--- src/rtl/serdes_rst_pkg.sv ---
`default_nettype none
// ============================================================================
// Module   : serdes_rst_pkg
// Brief    : State encoding, count widths and lane-walk helper for the
//            SerDes reset sequencer.
// Revision : 1.0
// ============================================================================
package serdes_rst_pkg;

    localparam int STATE_W    = 3;
    localparam int LOST_CNT_W = 8;
    localparam int MAX_LANES  = 32;
    localparam int LANE_IDX_W = 5;

    localparam logic [STATE_W-1:0] ST_IDLE      = 3'd0;
    localparam logic [STATE_W-1:0] ST_LOCK_WAIT = 3'd1;
    localparam logic [STATE_W-1:0] ST_STOP_S    = 3'd2;
    localparam logic [STATE_W-1:0] ST_RST_S     = 3'd3;
    localparam logic [STATE_W-1:0] ST_RST_E     = 3'd4;
    localparam logic [STATE_W-1:0] ST_REL       = 3'd5;
    localparam logic [STATE_W-1:0] ST_STOP_E    = 3'd6;
    localparam logic [STATE_W-1:0] ST_READY     = 3'd7;

    // Lowest set bit of the still-in-reset vector; 0 when nothing is pending.
    function automatic logic [LANE_IDX_W-1:0] next_lane(input logic [MAX_LANES-1:0] pending);
        logic [LANE_IDX_W-1:0] idx;
        idx = '0;
        for (int i = MAX_LANES - 1; i >= 0; i--) begin
            if (pending[i]) begin
                idx = LANE_IDX_W'(i);
            end
        end
        return idx;
    endfunction

endpackage
`default_nettype wire

--- src/rtl/serdes_rst_seq_if.sv ---
`default_nettype none
// ============================================================================
// Module   : serdes_rst_seq_if
// Brief    : Lock/mask/restart inputs and reset/status outputs of the sequencer.
// Revision : 1.0
// ============================================================================
interface serdes_rst_seq_if #(
    parameter int NUM_LANES = 4
) ();

    logic                                   I_pll_lock;
    logic [NUM_LANES-1:0]                   I_lane_en;
    logic                                   I_restart;
    logic                                   O_clk_stop;
    logic [NUM_LANES-1:0]                   O_serdes_rst;
    logic                                   O_ready;
    logic [serdes_rst_pkg::STATE_W-1:0]     O_state;
    logic [serdes_rst_pkg::LOST_CNT_W-1:0]  O_lock_lost_cnt;

    modport master (
        output I_pll_lock,
        output I_lane_en,
        output I_restart,
        input  O_clk_stop,
        input  O_serdes_rst,
        input  O_ready,
        input  O_state,
        input  O_lock_lost_cnt
    );

    modport slave (
        input  I_pll_lock,
        input  I_lane_en,
        input  I_restart,
        output O_clk_stop,
        output O_serdes_rst,
        output O_ready,
        output O_state,
        output O_lock_lost_cnt
    );

endinterface
`default_nettype wire

--- src/rtl/serdes_lock_filter.sv ---
`default_nettype none
// ============================================================================
// Module   : serdes_lock_filter
// Brief    : Flags PLL lock as stable after T_LOCK_STABLE consecutive high samples.
// Revision : 1.0
// ============================================================================
module serdes_lock_filter #(
    parameter int CNT_W         = 10,
    parameter int T_LOCK_STABLE = 64
) (
    input  wire logic I_clk,
    input  wire logic I_rst,
    input  wire logic I_lock,
    output logic      O_lock_stable
);

    localparam logic [CNT_W-1:0] C_LOCK_LAST = CNT_W'(T_LOCK_STABLE - 1);

    logic [CNT_W-1:0] cnt_q;
    logic [CNT_W-1:0] cnt_d;
    logic             stable_q;
    logic             stable_d;

    // Count saturates at the threshold so a long lock keeps the flag asserted.
    always_comb begin
        cnt_d    = '0;
        stable_d = 1'b0;
        if (I_lock) begin
            cnt_d    = (cnt_q == C_LOCK_LAST) ? cnt_q : cnt_q + CNT_W'(1);
            stable_d = (cnt_q == C_LOCK_LAST);
        end
    end

    always_ff @(posedge I_clk or posedge I_rst) begin
        if (I_rst) begin
            cnt_q    <= '0;
            stable_q <= 1'b0;
        end else begin
            cnt_q    <= cnt_d;
            stable_q <= stable_d;
        end
    end

    assign O_lock_stable = stable_q;

endmodule
`default_nettype wire

--- src/rtl/serdes_rst_seq.sv ---
`default_nettype none
// ============================================================================
// Module   : serdes_rst_seq
// Brief    : Multi-lane SerDes reset sequencer: lock debounce, clock stop,
//            lane reset, staggered release, clock restart, lock-loss count.
// Revision : 1.0
// ============================================================================
module serdes_rst_seq
    import serdes_rst_pkg::*;
#(
    parameter int NUM_LANES     = 4,
    parameter int CNT_W         = 10,
    parameter int T_LOCK_STABLE = 64,
    parameter int T_STOP_PRE    = 64,
    parameter int T_RST_PRE     = 32,
    parameter int T_RST         = 8,
    parameter int T_LANE_GAP    = 0,
    parameter int T_STOP_POST   = 128
) (
    input  wire logic        I_clk,
    input  wire logic        I_rst,
    serdes_rst_seq_if.slave  bus
);

    localparam int                C_CNT_LIM       = 1 << CNT_W;
    localparam logic [CNT_W-1:0] C_STOP_PRE_LAST  = CNT_W'(T_STOP_PRE - 1);
    localparam logic [CNT_W-1:0] C_RST_PRE_LAST   = CNT_W'(T_RST_PRE - 1);
    localparam logic [CNT_W-1:0] C_RST_LAST       = CNT_W'(T_RST - 1);
    localparam logic [CNT_W-1:0] C_STOP_POST_LAST = CNT_W'(T_STOP_POST - 1);
    localparam logic [CNT_W-1:0] C_GAP_LAST       = (T_LANE_GAP == 0) ? '0 : CNT_W'(T_LANE_GAP - 1);

    if (NUM_LANES < 1 || NUM_LANES > MAX_LANES) begin : g_chk_lanes
        $error("serdes_rst_seq: NUM_LANES out of range");
    end
    if (T_LOCK_STABLE < 1 || T_LOCK_STABLE >= C_CNT_LIM) begin : g_chk_lock
        $error("serdes_rst_seq: T_LOCK_STABLE out of range");
    end
    if (T_STOP_PRE < 1 || T_STOP_PRE >= C_CNT_LIM) begin : g_chk_stop_pre
        $error("serdes_rst_seq: T_STOP_PRE out of range");
    end
    if (T_RST_PRE < 1 || T_RST_PRE >= C_CNT_LIM) begin : g_chk_rst_pre
        $error("serdes_rst_seq: T_RST_PRE out of range");
    end
    if (T_RST < 1 || T_RST >= C_CNT_LIM) begin : g_chk_rst
        $error("serdes_rst_seq: T_RST out of range");
    end
    if (T_LANE_GAP < 0 || T_LANE_GAP >= C_CNT_LIM) begin : g_chk_gap
        $error("serdes_rst_seq: T_LANE_GAP out of range");
    end
    if (T_STOP_POST < 1 || T_STOP_POST >= C_CNT_LIM) begin : g_chk_stop_post
        $error("serdes_rst_seq: T_STOP_POST out of range");
    end

    logic [STATE_W-1:0]    state_q,      state_d;
    logic [CNT_W-1:0]      cnt_q,        cnt_d;
    logic [NUM_LANES-1:0]  mask_q,       mask_d;
    logic                  clk_stop_q,   clk_stop_d;
    logic [NUM_LANES-1:0]  serdes_rst_q, serdes_rst_d;
    logic                  ready_q,      ready_d;
    logic [LOST_CNT_W-1:0] lost_cnt_q,   lost_cnt_d;

    logic                  w_lock_stable;
    logic                  w_in_seq;
    logic [LANE_IDX_W-1:0] w_lane_idx;
    logic [NUM_LANES-1:0]  w_rel_vec;

    serdes_lock_filter #(
        .CNT_W         (CNT_W),
        .T_LOCK_STABLE (T_LOCK_STABLE)
    ) u_lock_filter (
        .I_clk         (I_clk),
        .I_rst         (I_rst),
        .I_lock        (bus.I_pll_lock),
        .O_lock_stable (w_lock_stable)
    );

    assign w_in_seq   = (state_q != ST_IDLE) && (state_q != ST_LOCK_WAIT);
    // Lanes still held in reset are exactly the pending releases.
    assign w_lane_idx = next_lane(MAX_LANES'(serdes_rst_q));
    assign w_rel_vec  = serdes_rst_q & ~(NUM_LANES'(1) << w_lane_idx);

    always_comb begin
        state_d      = state_q;
        cnt_d        = cnt_q + CNT_W'(1);
        mask_d       = mask_q;
        clk_stop_d   = clk_stop_q;
        serdes_rst_d = serdes_rst_q;
        lost_cnt_d   = lost_cnt_q;

        if (w_in_seq && !bus.I_pll_lock) begin
            state_d      = ST_IDLE;
            cnt_d        = '0;
            clk_stop_d   = 1'b0;
            serdes_rst_d = '0;
            if (lost_cnt_q != '1) begin
                lost_cnt_d = lost_cnt_q + LOST_CNT_W'(1);
            end
        end else begin
            case (state_q)
                ST_IDLE: begin
                    cnt_d        = '0;
                    clk_stop_d   = 1'b0;
                    serdes_rst_d = '0;
                    if (bus.I_pll_lock) begin
                        state_d = ST_LOCK_WAIT;
                    end
                end
                ST_LOCK_WAIT: begin
                    cnt_d = '0;
                    if (w_lock_stable && bus.I_pll_lock) begin
                        state_d = ST_STOP_S;
                        mask_d  = bus.I_lane_en;
                    end
                end
                ST_STOP_S: begin
                    if (cnt_q == C_STOP_PRE_LAST) begin
                        state_d    = ST_RST_S;
                        cnt_d      = '0;
                        clk_stop_d = 1'b1;
                    end
                end
                ST_RST_S: begin
                    if (cnt_q == C_RST_PRE_LAST) begin
                        state_d      = ST_RST_E;
                        cnt_d        = '0;
                        serdes_rst_d = mask_q;
                    end
                end
                ST_RST_E: begin
                    if (cnt_q == C_RST_LAST) begin
                        state_d = ST_REL;
                        cnt_d   = '0;
                    end
                end
                ST_REL: begin
                    // Counter runs modulo the gap; a release happens each time it wraps to 0.
                    cnt_d = (cnt_q == C_GAP_LAST) ? '0 : cnt_q + CNT_W'(1);
                    if (T_LANE_GAP == 0) begin
                        serdes_rst_d = '0;
                        state_d      = ST_STOP_E;
                        cnt_d        = '0;
                    end else if (cnt_q == '0) begin
                        serdes_rst_d = w_rel_vec;
                        if (w_rel_vec == '0) begin
                            state_d = ST_STOP_E;
                            cnt_d   = '0;
                        end
                    end
                end
                ST_STOP_E: begin
                    if (cnt_q == C_STOP_POST_LAST) begin
                        state_d    = ST_READY;
                        cnt_d      = '0;
                        clk_stop_d = 1'b0;
                    end
                end
                ST_READY: begin
                    cnt_d = '0;
                    if (bus.I_restart) begin
                        state_d = ST_STOP_S;
                        mask_d  = bus.I_lane_en;
                    end
                end
                default: begin
                    state_d      = ST_IDLE;
                    cnt_d        = '0;
                    clk_stop_d   = 1'b0;
                    serdes_rst_d = '0;
                end
            endcase
        end

        ready_d = (state_d == ST_READY);
    end

    always_ff @(posedge I_clk or posedge I_rst) begin
        if (I_rst) begin
            state_q      <= ST_IDLE;
            cnt_q        <= '0;
            mask_q       <= '0;
            clk_stop_q   <= 1'b0;
            serdes_rst_q <= '0;
            ready_q      <= 1'b0;
            lost_cnt_q   <= '0;
        end else begin
            state_q      <= state_d;
            cnt_q        <= cnt_d;
            mask_q       <= mask_d;
            clk_stop_q   <= clk_stop_d;
            serdes_rst_q <= serdes_rst_d;
            ready_q      <= ready_d;
            lost_cnt_q   <= lost_cnt_d;
        end
    end

    assign bus.O_clk_stop      = clk_stop_q;
    assign bus.O_serdes_rst    = serdes_rst_q;
    assign bus.O_ready         = ready_q;
    assign bus.O_state         = state_q;
    assign bus.O_lock_lost_cnt = lost_cnt_q;

endmodule
`default_nettype wire

--- src/flat_wrapper.sv ---
// flat-port wrapper written by rule: the top's interface ports become plain ports
module serdes_rst_seq_flat import serdes_rst_pkg::*;
#(
    parameter int NUM_LANES     = 4,
    parameter int CNT_W         = 10,
    parameter int T_LOCK_STABLE = 64,
    parameter int T_STOP_PRE    = 64,
    parameter int T_RST_PRE     = 32,
    parameter int T_RST         = 8,
    parameter int T_LANE_GAP    = 0,
    parameter int T_STOP_POST   = 128
)
  (I_clk, I_rst, bus_I_pll_lock, bus_I_lane_en, bus_I_restart, bus_O_clk_stop, bus_O_serdes_rst, bus_O_ready, bus_O_state, bus_O_lock_lost_cnt);
  serdes_rst_seq_if #(.NUM_LANES(NUM_LANES)) bus_i ();
  input  wire logic I_clk;
  input  wire logic I_rst;
  input wire logic [$bits(bus_i.I_pll_lock)-1:0] bus_I_pll_lock;
  input wire logic [$bits(bus_i.I_lane_en)-1:0] bus_I_lane_en;
  input wire logic [$bits(bus_i.I_restart)-1:0] bus_I_restart;
  output wire logic [$bits(bus_i.O_clk_stop)-1:0] bus_O_clk_stop;
  output wire logic [$bits(bus_i.O_serdes_rst)-1:0] bus_O_serdes_rst;
  output wire logic [$bits(bus_i.O_ready)-1:0] bus_O_ready;
  output wire logic [$bits(bus_i.O_state)-1:0] bus_O_state;
  output wire logic [$bits(bus_i.O_lock_lost_cnt)-1:0] bus_O_lock_lost_cnt;
  assign bus_i.I_pll_lock = bus_I_pll_lock;
  assign bus_i.I_lane_en = bus_I_lane_en;
  assign bus_i.I_restart = bus_I_restart;
  assign bus_O_clk_stop = bus_i.O_clk_stop;
  assign bus_O_serdes_rst = bus_i.O_serdes_rst;
  assign bus_O_ready = bus_i.O_ready;
  assign bus_O_state = bus_i.O_state;
  assign bus_O_lock_lost_cnt = bus_i.O_lock_lost_cnt;
  serdes_rst_seq #(.NUM_LANES(NUM_LANES), .CNT_W(CNT_W), .T_LOCK_STABLE(T_LOCK_STABLE), .T_STOP_PRE(T_STOP_PRE), .T_RST_PRE(T_RST_PRE), .T_RST(T_RST), .T_LANE_GAP(T_LANE_GAP), .T_STOP_POST(T_STOP_POST)) u_core (.I_clk(I_clk), .I_rst(I_rst), .bus(bus_i));
endmodule
--- config.mk ---
export PLATFORM = sky130hd
export DESIGN_NAME = serdes_rst_seq_flat
export DESIGN_NICKNAME = d
export VERILOG_FILES = /design/src/rtl/serdes_rst_pkg.sv /design/src/rtl/serdes_rst_seq_if.sv /design/src/rtl/serdes_lock_filter.sv /design/src/rtl/serdes_rst_seq.sv /design/src/flat_wrapper.sv
export SDC_FILE = /design/constraint.sdc
export NUM_CORES = 1
export LEC_CHECK = 0
export ABC_AREA = 1
export BUFFER_PORTS_ARGS = -buffer_cell sky130_fd_sc_hd__buf_2
export CAP_MARGIN = 0
export CELL_PAD_IN_SITES_DETAIL_PLACEMENT = 0
export CELL_PAD_IN_SITES_GLOBAL_PLACEMENT = 1
export CORE_MARGIN = 2
export CORE_UTILIZATION = 46
export CTS_CLUSTER_SIZE = 30
export DETAILED_ROUTE_END_ITERATION = 12
export HOLD_SLACK_MARGIN = 0.08
export PLACE_DENSITY_LB_ADDON = 0.1
export SYNTH_ARGS = -nofsm -noshare
export SYNTH_HDL_FRONTEND = slang
export SYNTH_SLANG_ARGS = --single-unit
--- constraint.sdc ---
create_clock -name I_clk -period 3.3 [get_ports I_clk]
set_input_delay 0.495 -clock I_clk [delete_from_list [all_inputs] [get_ports I_clk]]
set_output_delay 0.495 -clock I_clk [all_outputs]
set_load 0.02 [all_outputs]
==> run metrics <==
initial antenna violation count 0; GRT Overall Usage roughly 17%; Post-Route WL around 4.2 mm; Synth top area share roughly 47%; status finished, final reports clean; Switching Power 392 uW; Max Freq 0.618 GHz; final setup vio count 0; R2R Setup Slk between 1.5 and 2 ns; maximum VDD drop 301 uV; final period utilization roughly half; Yosys cell types 31; critical path type reg2reg; Synth warnings 0; Post-CTS Setup Inserts 0; share of layout cells above drive strength 1 between 10% and 20%; area of the core between 0.004 and 0.005 mm^2; CTS buffer count 5; dpl cells approximately 350; syn nets between 200 and 300; final hold violations 0; ranking of synthesized cells by area dfrtp_1 47%, nand2_1 8.9%, nor2_1 7.2%, inv_1 5.5%, nand3_1 5.1%; Starting DRT DRC Count just over 100; worst slew pin tran 0.579 ns; CP max FO 10; site row count 25; internal power 828 uW; CTS tree built; top cell type by total area after synthesis dfrtp_1; CTS root buf clkbuf_8; worst r2r dst u_core.cnt_q[0]; Die Height approximately 74 um; PostCTS Resize Cnt 0; min Tclk post-route 1.62 ns; RSZ-0062 raised after global routing no; Mean Syn Cell Area a little over 8 um^2; routed len/inst roughly 12 um; # diodes 0; CTS Sinks 42; Max clock buf depth 2; dpl hpwl between 3 and 4 mm; hold slack about 0.25 ns; clock latency on the worst-skew pair ~0.29 ns; Final ANT Viol Nets 0; Placement Cell Area around 0.0024 mm^2; Setup crit end kind flip-flop; max-slew violations 0; post-layout instance area around 0.0025 mm^2; buffers added on ports 24; Seq/Total Area, Yosys 47.0%; H-tree levels 2; #FFs+latches synth 42; worst min path class in2async; cell area after synthesis about 0.0022 mm^2; Mapped Cells 274; post-DR vias/cell 4.97; Logic pwr share 22.8%; TritonRoute pass-1 iters 4; most common cell after layout, fill and taps aside nand2_1; Nets 315; Net Sw Frac 32.1%; non-filler cells, final between 300 and 400; Final Skew 0.00275 ns; Startpoint Class flip-flop; num ports 25; RR Startpoint u_core.cnt_q[0]; Final GP Congestion 0.759; largest net degree at the start of global routing 29; floorplan die width between 70 and 80 um; area occupied by multi-input gates ~0.0010 mm^2; r2r worst-path depth 8; Die Area ~0.0054 mm^2; synthesis-to-finish area growth 12.0%; clock slew at reported path FFs 0.07 ns; CP arrival approximately 1.8 ns; fill count 457; slew margin rel. 61.4%; most frequent cells in the layout 53 x nand2_1, 43 x nor2_1, 42 x dfrtp_1, 33 x inv_1, 24 x buf_2; global-route wire length before repair 7.20 mm; # DRC 0; register area 0.00105 mm^2; Clk pwr share a little over a quarter; LEAKAGE roughly 1.2 nW; Flop pwr share 50.7%; PD cells between 400 and 500 mW/mm^2; Initial Util 47.7%; Post-CTS Hold Buffers 0; TNS Setup 0 ns; number of global-route vias before repair 1590; global route overflow 0; MaxCap Viol Count 0; Worst EP required 3.47 ns; routed vias roughly 1800
flip-flops by register name, summed over array words and instances, names as in the netlist:
register / count
u_core.bus.O_state: 3
u_core.bus.O_clk_stop: 1
u_core.bus.O_serdes_rst: 4
u_core.u_lock_filter.cnt_q: 10
u_core.mask_q: 4
u_core.cnt_q: 10
u_core.bus.O_ready: 1
u_core.u_lock_filter.O_lock_stable: 1
u_core.bus.O_lock_lost_cnt: 8
cell families (layout without fill, tap and decap cells):
family | count (synthesis) | count (layout) | share of synthesized area (%)
and+or+nand+nor | 145 | 145 | 29.8
DFF | 42 | 42 | 47.0
buffers and inverters | 39 | 68 | 6.76
AOI/OAI and AO/OA | 30 | 30 | 8.89
xor gates and xnor gates | 15 | 15 | 5.87
adders and majority gates | 3 | 3 | 1.68
routing by layer:
metal | wire length, um | share of wire, % | up-vias | GRT usage (%)
met1 | 2140 | 51 | 804 | 24.5
met5 | 0 | 0 | - | 0
met4 | 57 | 1.4 | 0 | 5.45
met3 | 131 | 3.1 | 6 | 4.25
li1 | - | - | 942 | -
met2 | 1880 | 45 | 24 | 25.7
critical path: stages, from the launching register on:
cell and delay [ns]:
dfrtp_1 0.41, ha_1 0.23, nand2_1 0.10, nor2_1 0.20
nand3_1 0.13, nand2_1 0.08, nand4_1 0.14, nand2_4 0.15
nor2_1 0.07
power groups by stage:
stage / sequential, mW / combinational, mW / clock, mW
final: 0.619 / 0.278 / 0.323
after global routing: 0.626 / 0.318 / 0.363
after CTS: 0.617 / 0.282 / 0.339
after detailed placement: 0.627 / 0.280 / 0
after global placement: 0.627 / 0.279 / 0
after floorplan: 0.644 / 0.191 / 0
cells in the mapped netlist, drive strengths merged:
library cell	n
buf	1
o211ai	1
o21ai	19
clkbuf	1
nor2	49
xnor2	6
a21oi	3
a31oi	5
a21boi	1
ha	3
nand4	7
nor3	9
xor2	9
dfrtp	42
o21bai	1
nand2	56
nand3	24
inv	37
through the flow:
stage / setup WS, ns / power (mW) / util [%]
floorplan: 1.83 / 0.834 / -
global placement: 1.67 / 0.905 / 51.7
detailed placement: 1.64 / 0.908 / 51.7
CTS: 1.67 / 1.24 / 53.4
global route: 1.52 / 1.31 / 53.4
finish: 1.68 / 1.22 / 53.4
how the worst max path moves through the flow:
stage                                from                     to  slack, ns  depth (start not counted)
finish                    u_core.cnt_q[0]        u_core.cnt_q[0]       1.68                          8
CTS                 u_core.bus.O_state[2]         bus_O_state[2]       1.67                          1
global route              u_core.cnt_q[0]        u_core.cnt_q[0]       1.52                          8
global placement           bus_I_pll_lock     u_core.bus.O_ready       1.67                          8
floorplan                           I_rst  u_core.bus.O_clk_stop       1.83                          1
detailed placement         bus_I_pll_lock     u_core.bus.O_ready       1.64                          8
final cells by class:
class	count	area share (%)
flip-flops and latches	42	41.9
multi-input cells	193	41.3
inverters	37	5.64
repair buffers	25	5.09
clock buffers	6	3.30
well taps	54	2.70
No activity file was read; power rests on OpenSTA's default activity.
